### config.mk
export PLATFORM = sky130hd
export DESIGN_NAME = uart_rx_irq
export DESIGN_NICKNAME = d
export VERILOG_FILES = /design/src/rtl/uart_rx_irq.sv
export SDC_FILE = /design/constraint.sdc
export NUM_CORES = 1
export LEC_CHECK = 0
export ABC_AREA = 0
export CAP_MARGIN = 30
export CORE_MARGIN = 3
export CORE_UTILIZATION = 45
export CTS_CLUSTER_SIZE = 28
export DETAILED_ROUTE_END_ITERATION = 10
export SETUP_SLACK_MARGIN = 0.3
export SYNTH_ARGS = -nofsm -noshare
export SYNTH_HDL_FRONTEND = slang
export SYNTH_SLANG_ARGS = --single-unit
### constraint.sdc
create_clock -name clk -period 2.55 [get_ports clk]
set_clock_uncertainty 0.1 [all_clocks]
set_input_delay 0.255 -clock clk [delete_from_list [all_inputs] [get_ports clk]]
set_output_delay 0.255 -clock clk [all_outputs]
set_load 0.005 [all_outputs]
### src/rtl/uart_rx_irq.sv
// uart_rx_irq: oversampling UART receiver (8N1, or 8E1 with UART_RX_PARITY_EN) with show-ahead byte FIFO and IRQ.
// Revision 1.0 - initial release.
`default_nettype none

module uart_rx_irq #(
  parameter int DIV        = 16,
  parameter int FIFO_DEPTH = 4
) (
  input  logic       clk,
  input  logic       rst_n,
  input  logic       rxd,
  input  logic       rd_en,
  output logic [7:0] rd_data,
  output logic       rd_valid,
  output logic       uart_irq,
  output logic       frame_err,
  output logic       overrun
);

  localparam int BW = $clog2(DIV);
  localparam int AW = $clog2(FIFO_DEPTH);
  localparam logic [BW-1:0] BCNT_MAX  = BW'(DIV - 1);
  localparam logic [BW-1:0] BCNT_HALF = BW'(DIV / 2 - 1);

  typedef enum logic [2:0] {
    IDLE,
    START,
    DATA,
`ifdef UART_RX_PARITY_EN
    PARITY,
`endif
    STOP
  } state_t;

  state_t state, state_d;

  logic          sync1, rxs;
  logic [BW-1:0] bcnt;
  logic [2:0]    bit_idx;
  logic [7:0]    shreg;
  logic          par_err;
  logic          tick, mid;
  logic          stop_done, push_ok, bad_frame;

  logic [7:0]    mem [FIFO_DEPTH];
  logic [AW:0]   wptr, rptr;
  logic          empty, full, pop, wr_en;

  always_ff @(posedge clk or negedge rst_n) begin
    if (!rst_n) begin
      sync1 <= 1'b1;
      rxs   <= 1'b1;
    end else begin
      sync1 <= rxd;
      rxs   <= sync1;
    end
  end

  assign tick = (bcnt == BCNT_MAX);
  assign mid  = (bcnt == BCNT_HALF);

  always_ff @(posedge clk or negedge rst_n) begin
    if (!rst_n) state <= IDLE;
    else        state <= state_d;
  end

  always_comb begin
    state_d = state;
    case (state)
      IDLE:  if (!rxs) state_d = START;
      START: if (mid) state_d = rxs ? IDLE : DATA;
      DATA: begin
        if (tick && bit_idx == 3'd7) begin
`ifdef UART_RX_PARITY_EN
          state_d = PARITY;
`else
          state_d = STOP;
`endif
        end
      end
`ifdef UART_RX_PARITY_EN
      PARITY: if (tick) state_d = STOP;
`endif
      STOP:  if (tick) state_d = IDLE;
      default: state_d = IDLE;
    endcase
  end

  // bcnt restarts on every state change and on every bit period inside a state
  always_ff @(posedge clk or negedge rst_n) begin
    if (!rst_n) begin
      bcnt    <= '0;
      bit_idx <= '0;
      shreg   <= '0;
      par_err <= 1'b0;
    end else begin
      if (state_d != state || tick) bcnt <= '0;
      else                          bcnt <= bcnt + BW'(1);

      if (state == START && mid) begin
        bit_idx <= '0;
        par_err <= 1'b0;
      end
      if (state == DATA && tick) begin
        shreg   <= {rxs, shreg[7:1]};
        bit_idx <= bit_idx + 3'd1;
      end
`ifdef UART_RX_PARITY_EN
      if (state == PARITY && tick) par_err <= ^{shreg, rxs};
`endif
    end
  end

  assign stop_done = (state == STOP) && tick;
  assign push_ok   = stop_done && rxs && !par_err;
  assign bad_frame = stop_done && (!rxs || par_err);

  assign empty = (wptr == rptr);
  assign full  = ((wptr ^ rptr) == {1'b1, {AW{1'b0}}});
  assign pop   = rd_en && !empty;
  // a pop in the same cycle frees the slot, so a full FIFO can still accept
  assign wr_en = push_ok && (!full || pop);

  always_ff @(posedge clk or negedge rst_n) begin
    if (!rst_n) begin
      wptr <= '0;
      rptr <= '0;
      for (int i = 0; i < FIFO_DEPTH; i++) mem[i] <= 8'h00;
    end else begin
      if (wr_en) begin
        mem[wptr[AW-1:0]] <= shreg;
        wptr              <= wptr + (AW+1)'(1);
      end
      if (pop) rptr <= rptr + (AW+1)'(1);
    end
  end

  always_ff @(posedge clk or negedge rst_n) begin
    if (!rst_n) begin
      frame_err <= 1'b0;
      overrun   <= 1'b0;
    end else begin
      frame_err <= bad_frame;
      overrun   <= push_ok && full && !pop;
    end
  end

  assign rd_data  = mem[rptr[AW-1:0]];
  assign rd_valid = !empty;
  assign uart_irq = !empty;

endmodule

`default_nettype wire

-- Word level (Yosys, flattened, before mapping)
Index checks and enable logic that the tools add are counted.
- add/subtract/negate cells: 4
- $lt $le $gt $ge: 3
- eq/ne operators: 9
- multiplexer cells: 15
- bitwise gates (word level): 3
- reductions and logical operators: 19
- operator list (cell ; number):
    $bwmux W32 ; 1
    $mux W8 ; 3
    $mux W3 ; 6
    $bmux W8 S2 ; 1
    $demux W8 S2 ; 1
    $pmux W3 S4 ; 1
    $logic_and A1 B1 Y1 ; 11
    $add A3 B1 Y3 const B ; 3
    $eq A3 B2 Y1 const B ; 2
    $eq A3 B3 Y1 const B ; 2
    $ge A3 B3 Y1 const B ; 2
    $not A2 Y3 ; 2
    $add A4 B1 Y4 const B ; 1
    $eq A4 B3 Y1 const B ; 1
    $eq A4 B4 Y1 const B ; 1
    $logic_not A1 Y1 ; 4
    $mux W4 ; 1
    $eq A3 B1 Y1 const B ; 1
    $eq A3 B3 Y1 ; 1
    $logic_not A3 Y1 ; 1
    $lt A3 B1 Y1 const B ; 1
    $ne A3 B3 Y1 ; 1
    $xor A3 B3 Y3 ; 1
    $logic_or A1 B1 Y1 ; 2
    2 further kinds ; 2
- bits in registers: 60
- bits of input ports: 4
- output and inout bits: 12
- word-level logic and storage cells: 67

-- Logic depth before layout (Yosys ltp)
Gate-level depths: netlist of the first run.
- depth after elaboration: 7
- gate-level depth with buffers: 6
- depth with buffers taken out: 6

-- Worst setup path before layout of the first run
OpenSTA, ideal clock, no wires.
- kind: register -> register
- from: register bcnt[0]
- to: register mem[0] (netlist bit)
- setup time: 0.125 ns
- data arrival time: 1.575 ns
- required time: 2.325 ns
- slack: 0.750 ns
- stages on the path, launching flop included: 6
- path buffers: 0
- period minus slack after synthesis: 1.800 ns
- path through: dfrtp_1 > ha_1 > nand4_4 > nor3_4 > nand3_2 > mux2_2
- word-level cells in the longest chain between the ends: 4
- RTL lines (element ; line ; source):
    from (decl) ; 38 ; logic [BW-1:0] bcnt;
    from (signal assigned) ; 98 ; else bcnt <= bcnt + BW'(1);
    $eq A4 B4 Y1 ; 59 ; assign tick = (bcnt == BCNT_MAX);
    $logic_and A1 B1 Y1 ; 114 ; assign stop_done = (state == STOP) && tick;
    $logic_and A1 B1 Y1 ; 115 ; assign push_ok = stop_done && rxs && !par_err;
    $logic_and A1 B1 Y1 ; 122 ; assign wr_en = push_ok && (!full || pop);
    to (signal, indexed assignment) ; 131 ; mem[wptr[AW-1:0]] <= shreg;
    to (decl) ; 45 ; logic [7:0] mem [FIFO_DEPTH];
No other way between the ends.
A chain may end at the register's enable or synchronous reset.

-- Final worst setup path of the first run
- from: register rptr[0]
- to: output rd_data[7]
- word-level cells in the longest chain between the ends: 4
- RTL lines (element ; line ; source):
    from (decl) ; 46 ; logic [AW:0] wptr, rptr;
    from (signal assigned) ; 134 ; if (pop) rptr <= rptr + (AW+1)'(1);
    $not A2 Y3 (not written as such) ; 148 ; assign rd_data = mem[rptr[AW-1:0]];
    $bmux W8 S2 ; 148 ;
    $mux W8 (not written as such) (2 in series) ; 148 ;
    to (decl) ; 13 ; output logic [7:0] rd_data,
No other way between the ends. The select of a mux whose other input is x is not followed.

==> reports/results.tsv, run 1 <==
stage	metric	value	unit
status	status	complete, no violations	
route	drt_iter0_drc	70	
global_routing	grt_max_degree	24	
sta	timing_hold_violations_final	0	
finish	diodes	0	
sta	hold_ws	243	ps
critical_path	crit_type	flip-flop to primary output	
cts	clockRootBuffer	clkbuf_8	
yosys	synth_area_leaders	dfrtp_1, mux2_2, mux4_2	
place	post-place-ws	422	ps
die	initial_utilization	47.7	%
yosys	synth_nets	194	
cts	htree_levels	3	
yosys	syn_avg_cell_area	14.8	sq um
yosys	synth_cells	182	
global_routing	grt_pass1_wl	7.94	mm
die	num_rows	27	
yosys	synthArstFlopShare	100	%
yosys	ys_seq_elements	60	
place	dp.cells	265	
route	drc	0	
cts	cts_buffer_depth	2	
cts	cts_made_buffers	9	
cts	cts_sinks	60	
die	die_w	83.3	microns
global_routing	grt_pass1_vias	1612	
die	ios	16	
flow_run	maxCapViolCount	0	
yosys	synth_cell_type_count	30	
yosys	synth_edf_count	0	
critical_path	start_kind	flip-flop	
sta	slew_violations	0	
die	die-area	0.00694	sq mm
critical_path	slowest_stage	mux4_2	
place	place_hpwl	3.32	mm
place	port-buffer-count	15	
power	leakagePower	1.50	nW
critical_path	slowest_delay	500	ps
critical_path	endpoint_kind	primary output	
global_routing	grt_usage	14.9	%
cts	clkLatencyLatePin	320	ps
yosys	yosysTopAreaCell	dfrtp_1	
hold_path	hold_class	primary input to flip-flop	
finish	syn_to_final_growth	17.5	%
global_routing	gr-total-overflow	0	
critical_path	worstPathArrival	1810	ps
yosys	yosys.area.top_type_share	54.0	%
sta	fin_crit_sh	85.0	%
route	num_vias	1513	
route	ant_nets	0	
cts	cts_tree	done	
critical_path	required	2190	ps
sta	fin_tns_setup	0	ps
power	ir_drop	0.000342	V
yosys	netlist_area	0.00269	sq mm
critical_path	crit_chain	buf_4 -> mux4_2 -> clkdlybuf4s50_1	
yosys	synth.most_common_cell	dfrtp_1	
die	fp.coreArea	0.00564	sq mm
yosys	ys_seq_area_share	55.9	%
sta	finalCriticalPeriod	2170	ps
sta	rsz0062_at_grt	true	
sta	setup_viol	0	
sta	layout_setup_ws	382	ps
sta	slew_headroom	66.2	%
critical_path	worstPathMaxFanout	3	
sta	worst_slew_pin_slew	508	ps
yosys	yosys_warnings	0	
finish	nNetsFinal	219	
place	gp_congestion	0.822	
finish	drive_gt1_share	39.2	%
power	powerDensity	591	mW/mm^2
yosys	synthFlopType	dfrtp_1	
route	drt_wl_total	4.69	mm
yosys	ys_top_cells_by_count	dfrtp_1, mux2_2, ha_1, mux4_2, xnor2_1	
sta	fmaxAchievable	461	MHz
die	die_h	83.3	microns
cts	clkTransAtPathRegs	60	ps
route	routed_via_density	5.33	
route	drtPass1Iterations	4	
route	drt-wirelength-per-cell	16.5	microns
finish	utilization	56.0	%
global_routing	antenna_found_initial	0	
finish	final_cell_count_no_fill	284	
## per-stage QoR
step | power [mW] | cell area [sq um]
global route | 1.95 | 3160
detailed placement | 1.02 | 2920
CTS | 1.89 | 3140
floorplan | 0.996 | 2690
finish | 1.87 | 3160
global placement | 1.02 | 2920
## metal layers
metal | wire (microns) | vias to the layer above | GRT usage (%) | share of wire [%]
met4 | 57 | 0 | 7.13 | 1.2
met1 | 2100 | 777 | 18.6 | 45
met3 | 112 | 6 | 3.27 | 2.4
met5 | 0 | - | 0 | 0
met2 | 2420 | 21 | 24.4 | 52
li1 | - | 709 | - | -
## worst max-delay path, delay by kind of cell (launching register included)
family	cells	cell delay, ps
muxes	1	500
buffers and inverters	2	600
DFF	1	400
## worst paths after layout
path	start	cells after the start	to	slack [ps]
worst min-delay path	rxd	1	sync1$_DFF_PN1_	240
max in group asynchronous	rst_n	3	rptr[1]$_DFFE_PN0P_	1340
worst max-delay path	rptr[0]$_DFFE_PN0P_	3	rd_data[7]	380
worst min register to register	sync1$_DFF_PN1_	0	rxs$_DFF_PN1_	260
worst max register to register	bcnt[0]$_DFF_PN0_	5	mem[0]$_DFFE_PN0P_	420
min in group asynchronous	rst_n	2	mem[25]$_DFFE_PN0P_	340
## cells in the final DEF, fill, tap and decap left out, types with 3 or more instances in the layout
cell type,instances
dfrtp_1,56
nand2_1,5
nor3_1,3
xnor2_1,7
clkbuf_8,12
mux2_2,43
ha_1,8
nor2_1,7
inv_1,6
nand3_2,4
buf_4,5
clkdlybuf4s50_1,14
mux4_2,8
clkbuf_1,3
## timing repair
item                                   in CTS  in global routing
endpoints found under the hold margin      19                  0
gates resized for setup                     2                  1
hold buffers                                1                  0
setup endpoints to repair                  10                 18
buffers inserted                            1                  1
## cell families after synthesis
| group | Yosys count | share of synthesized area (%) |
|---|---|---|
| fa+ha+maj | 8 | 3.72 |
| mux | 51 | 24.7 |
| other cells | 1 | 0.139 |
| xor+xnor | 10 | 3.26 |
| flops | 60 | 55.9 |
| simple gates | 29 | 7.40 |
| buf+inv | 14 | 2.65 |
| compound gates | 9 | 2.19 |
## final cells by class
class | instances | area, sq um
inverter | 6 | 22.5
clock inverter | 1 | 30.0
multi-input combinational | 108 | 1120
timing repair buffer | 22 | 213
fill | 445 | 2480
clock buffer | 15 | 176
sequential | 60 | 1510
tap | 72 | 90.1
## state kept, by name, indices dropped and copies added, names as in the netlist
register	cells
sync1	1
bit_idx	3
overrun	1
state	3
bcnt	4
frame_err	1
rptr	3
mem	32
wptr	3
rxs	1
shreg	8
## where the power goes
group          switching [mW]  total [mW]  internal (mW)
sequential            0.00877       0.968          0.960
clock                   0.327       0.860          0.533
combinational          0.0258      0.0380         0.0122
Power figures use the tool's default switching activity.
==> inputs of run 2 (changes only) <==
- SETUP_SLACK_MARGIN: 0.3 -> not set
==> reports/results.tsv, run 2 (synthesis results as in run 1) <==
stage	metric	value	unit	change
die	fp.coreArea	0.00564	sq mm	unchanged
finish	fillers	450		was 445
cts	cts_tree	done		unchanged
finish	utilization	55.6	%	was 56.0%
power	powerDensity	595	mW/mm^2	was 591 mW/mm^2
sta	fin_tns_setup	0	ps	unchanged
critical_path	worstPathMaxFanout	7		was 3
power	leakagePower	1.49	nW	was 1.50 nW
sta	slew_violations	0		unchanged
route	drtPass1Iterations	4		unchanged
global_routing	grt_pass1_vias	1605		was 1612
finish	diodes	0		unchanged
place	place_hpwl	3.32	mm	unchanged
route	drt-wirelength-per-cell	16.4	microns	was 16.5 microns
hold_path	hold_class	primary input to flip-flop		unchanged
finish	layout_common_cells	dfrtp_1, mux2_2, clkdlybuf4s50_1		unchanged
critical_path	crit_start	rptr[0]$_DFFE_PN0P_		unchanged
route	num_vias	1498		was 1513
global_routing	antenna_found_initial	0		unchanged
flow_run	maxCapViolCount	0		unchanged
cts	cts_made_buffers	9		unchanged
global_routing	grt_max_degree	24		unchanged
cts	clockRootBuffer	clkbuf_8		unchanged
cts	cts_buffer_depth	2		unchanged
die	ios	16		unchanged
finish	largest_reg_flops	32		unchanged
global_routing	use_met2	24.3	%	was 24.4%
route	drt_iter0_drc	60		was 70
route	drt_wl_total	4.64	mm	was 4.69 mm
route	ant_nets	0		unchanged
die	die_h	83.3	microns	unchanged
place	port-buffer-count	15		unchanged
global_routing	grt_usage	14.8	%	was 14.9%
critical_path	endpoint_kind	primary output		unchanged
critical_path	crit_chain	buf_12 -> mux4_2 -> clkdlybuf4s50_1		was buf_4 -> mux4_2 -> clkdlybuf4s50_1
finish	final_common_cell	dfrtp_1		unchanged
sta	finalCriticalPeriod	2300	ps	was 2170 ps
critical_path	slowest_stage	mux4_2		unchanged
sta	worst_slew_pin_slew	530	ps	was 508 ps
finish	top_register	mem		unchanged
cts	post_cts_buffers	0		was 1
global_routing	top_usage_layer	met2		unchanged
critical_path	required	2190	ps	about the same
critical_path	crit_type	flip-flop to primary output		unchanged
status	status	complete, no violations		unchanged
critical_path	start_kind	flip-flop		unchanged
critical_path	slowest_delay	500	ps	about the same
sta	rsz0062_at_grt	false		was true
sta	fin_crit_sh	90.3	%	was 85.0%
global_routing	gr-usage-met1	18.4	%	was 18.6%
finish	nNetsFinal	217		was 219
route	routed_via_density	5.31		was 5.33
finish	top_regs	mem: 32 flops, shreg: 8 flops, bcnt: 4 flops		unchanged
die	die-area	0.00694	sq mm	unchanged
finish	drive_gt1_share	37.1	%	was 39.2%
cts	clkTransAtPathRegs	60	ps	about the same
sta	timing_hold_violations_final	0		unchanged
place	placed_cell_area	0.00292	sq mm	unchanged
global_routing	gr-total-overflow	0		unchanged
sta	fmaxAchievable	434	MHz	was 461 MHz
die	die_w	83.3	microns	unchanged
critical_path	worstPathArrival	1950	ps	was 1810 ps
critical_path	regToRegStartpoint	bcnt[0]$_DFF_PN0_		unchanged
cts	htree_levels	3		unchanged
die	num_rows	27		unchanged
finish	post-route-cell-area	0.00313	sq mm	was 0.00316 sq mm
sta	slew_headroom	64.6	%	was 66.2%
global_routing	grt_pass1_wl	7.90	mm	was 7.94 mm
finish	syn_to_final_growth	16.6	%	was 17.5%
hold_path	min_from	rxd		unchanged
global_routing	grt_use_met3	3.27	%	unchanged
cts	cts_sinks	60		unchanged
route	drc	0		unchanged
sta	setup_viol	0		unchanged
cts	clkLatencyLatePin	320	ps	about the same
place	gp_congestion	0.822		unchanged
die	initial_utilization	47.7	%	unchanged
power	ir_drop	0.000342	V	about the same
[run 2: cell count changes in the layout (fill, tap and decap cells not counted)]
cell / before / now
xnor2_1: 7 / 8
xnor2_2: 1 / 0
buf_4: 5 / 3
dfrtp_1: 56 / 58
dfrtp_2: 2 / 0
[run 2: layout make-up]
class / count / area, sq um / share of cell area (%)
clock buffer: 15 / 176 / 5.63
sequential: 60 / 1500 / 48.0
clock inverter: 1 / 30.0 / 0.958
multi-input combinational: 108 / 1110 / 35.5
inverter: 6 / 22.5 / 0.719
timing repair buffer: 20 / 198 / 6.31
tap: 72 / 90.1 / 2.87
[run 2: what timing repair did]
action,4_1_cts,5_1_grt
endpoints found under the hold margin,19,0
gates resized for setup,0,0
setup endpoints to repair,0,0
hold buffers,1,0
[run 2: path summary, 6_finish.rpt]
path	to	slack, ps	depth (start not counted)
setup / recovery	rd_data[5]	250	3
hold / removal	sync1$_DFF_PN1_	240	1
setup reg to reg	mem[0]$_DFFE_PN0P_	430	5
hold reg to reg	rxs$_DFF_PN1_	260	0
max in group asynchronous	state[1]$_DFF_PN0_	1360	3
min in group asynchronous	mem[25]$_DFFE_PN0P_	340	2
[run 2: per-stage QoR]
stage / std cells / worst slack [ps] / total power, mW / hold WS, ps
2_1_floorplan: 182 / 750 / 0.996 / -141
3_3_place_gp: 265 / 494 / 1.02 / 153
3_5_place_dp: 265 / 422 / 1.02 / 156
4_1_cts: 282 / 208 / 1.89 / 230
5_1_grt: 282 / 143 / 1.95 / 235
6_report: 282 / 248 / 1.86 / 243
[run 2: layer usage]
layer,up-vias,part of all wire [%]
met1,768,45
li1,704,-
met5,-,0
met2,20,52
met4,0,1.2
met3,6,2.4
[run 2: worst max-delay path, delay by kind of cell (launching register included)]
family | cells | cell delay [ps]
muxes | 1 | 500
DFF | 1 | 490
buffers and inverters | 2 | 630
[run 2: power by group]
part | switching [mW] | internal [mW] | total [mW]
Clock | 0.325 | 0.533 | 0.858
Combinational | 0.0257 | 0.0122 | 0.0379
Sequential | 0.00862 | 0.960 | 0.968
Total | 0.359 | 1.51 | 1.86
==> inputs of run 3 (changes only) <==
- CORE_ASPECT_RATIO: not set -> 1.4
- clock period: 2.55 -> 2.84 ns (I/O delays scaled with it)
==> reports/results.tsv, run 3 (synthesis results as in run 1) <==
stage	metric	value	unit	change
status	status	complete, no violations		unchanged
sta	worst_slew_pin_slew	704	ps	was 530 ps
finish	diodes	0		unchanged
route	ant_nets	0		unchanged
global_routing	grt_pass1_vias	1673		was 1605
flow_run	maxCapViolCount	0		unchanged
power	leakagePower	1.49	nW	about the same
global_routing	antenna_found_initial	0		unchanged
route	num_vias	1505		was 1498
finish	drive_gt1_share	38.6	%	was 37.1%
global_routing	gr-total-overflow	0		unchanged
cts	clockRootBuffer	clkbuf_8		unchanged
place	port-buffer-count	15		unchanged
place	gp_congestion	0.756		was 0.822
finish	largest_reg_flops	32		unchanged
finish	syn_to_final_growth	15.6	%	was 16.6%
hold_path	hold_class	flip-flop to flip-flop		was primary input to flip-flop
die	fp.coreArea	0.00565	sq mm	was 0.00564 sq mm
die	die-area	0.00695	sq mm	was 0.00694 sq mm
critical_path	crit_chain	mux4_2 -> clkdlybuf4s50_1		was buf_12 -> mux4_2 -> clkdlybuf4s50_1
sta	fin_tns_setup	0	ps	unchanged
route	drtPass1Iterations	4		unchanged
finish	final_common_cell	dfrtp_1		unchanged
cts	htree_levels	3		unchanged
sta	finalCriticalPeriod	2500	ps	
cts	hold_buffers	1		unchanged
finish	layout_common_cells	dfrtp_1, mux2_2, clkdlybuf4s50_1		unchanged
critical_path	reg2reg_slack	700	ps	was 430 ps
finish	top_regs	mem: 32 flops, shreg: 8 flops, bcnt: 4 flops		unchanged
global_routing	grt_max_degree	32		was 24
route	routed_via_density	5.41		was 5.31
hold_path	hold_depth	0		was 1
critical_path	worstPathMaxFanout	10		was 7
critical_path	reg2reg_depth	4		was 5
sta	slew_headroom	53.1	%	was 64.6%
place	place_hpwl	3.30	mm	was 3.32 mm
place	post-place-ws	632	ps	was 422 ps
cts	clkLatencyLatePin	330	ps	was 320 ps
critical_path	crit_type	flip-flop to primary output		unchanged
critical_path	worstPathArrival	2110	ps	was 1950 ps
die	num_rows	32		was 27
sta	slew_violations	0		unchanged
global_routing	grt_pass1_wl	8.32	mm	was 7.90 mm
route	drc	0		unchanged
die	die_w	71.3	microns	was 83.3 microns
cts	cts_tree	done		unchanged
sta	rsz0062_at_grt	false		unchanged
cts	clkTransAtPathRegs	60	ps	about the same
critical_path	start_kind	flip-flop		unchanged
critical_path	required	2460	ps	was 2190 ps
sta	fmaxAchievable	401	MHz	
cts	cts_sinks	60		unchanged
finish	nNetsFinal	217		unchanged
critical_path	endpoint_kind	primary output		unchanged
route	drt_iter0_drc	76		was 60
route	drt_wl_total	4.75	mm	was 4.64 mm
cts	cts_made_buffers	9		unchanged
power	ir_drop	0.000289	V	was 0.000342 V
die	ios	16		unchanged
sta	hold_ws	259	ps	was 243 ps
die	die_h	97.5	microns	was 83.3 microns
global_routing	grt_usage	15.7	%	was 14.8%
die	initial_utilization	47.6	%	was 47.7%
critical_path	slowest_delay	740	ps	was 500 ps
critical_path	slowest_stage	dfrtp_1		was mux4_2
finish	top_register	mem		unchanged
route	drt-wirelength-per-cell	17.1	microns	was 16.4 microns
sta	setup_viol	0		unchanged
power	powerDensity	526	mW/mm^2	was 595 mW/mm^2
sta	timing_hold_violations_final	0		unchanged
sta	fin_crit_sh	87.9	%	
sta	layout_setup_ws	345	ps	was 248 ps
cts	cts_buffer_depth	2		unchanged
cts	post_cts_resized	0		unchanged
cts	post_cts_buffers	0		unchanged
[run 3: changes by cell type in the layout (fill, tap and decap cells not counted)]
| cell | previous run | this run |
|---|---|---|
| clkbuf_8 | 12 | 13 |
| clkbuf_1 | 3 | 0 |
| clkinv_4 | 0 | 1 |
| buf_4 | 3 | 4 |
| buf_12 | 1 | 0 |
| clkinv_2 | 0 | 2 |
| bufinv_16 | 1 | 0 |
[run 3: metal layers]
| layer | up-vias | global-route usage [%] | wire length (microns) |
|---|---|---|---|
| met5 | - | 0 | 0 |
| met4 | 0 | 6.51 | 52 |
| met3 | 6 | 3.73 | 125 |
| met2 | 17 | 26.8 | 2620 |
| met1 | 782 | 18.7 | 1950 |
| li1 | 700 | - | - |
[run 3: area by class of cell]
cell class | count | area, sq um
fillers | 444 | 2540
flip-flops and latches | 60 | 1500
multi-input cells | 108 | 1110
repair buffers | 20 | 185
clock buffers | 13 | 179
well taps | 68 | 85.1
inverters | 6 | 22.5
clock inverters | 3 | 18.8
[run 3: final timing paths]
path | start | endpoint
hold reg to reg | sync1$_DFF_PN1_ | rxs$_DFF_PN1_
hold / removal | sync1$_DFF_PN1_ | rxs$_DFF_PN1_
setup / recovery | rptr[0]$_DFFE_PN0P_ | rd_data[5]
setup reg to reg | rptr[0]$_DFFE_PN0P_ | mem[4]$_DFFE_PN0P_
max in group asynchronous | rst_n | sync1$_DFF_PN1_
min in group asynchronous | rst_n | shreg[0]$_DFFE_PN0P_
[run 3: metrics by stage]
stage	power (mW)	std cells	utilization, %	cell area, sq um
after global routing	1.70	278	55.1	3110
after CTS	1.66	278	55.1	3110
final	1.63	278	55.1	3110
after detailed placement	0.919	261	51.4	2900
after floorplan	0.894	182	-	2690
after global placement	0.917	261	51.4	2900
[run 3: critical path, delay by kind of cell (launching register included)]
family   cells  cell delay (ps)
mux          1              590
buf+inv      1              460
flops        1              740
[run 3: power by group]
group	internal (mW)	leakage, nW	switching (mW)
sequential	0.861	0.826	0.00779
combinational	0.0109	0.555	0.0229
clock	0.411	0.105	0.321
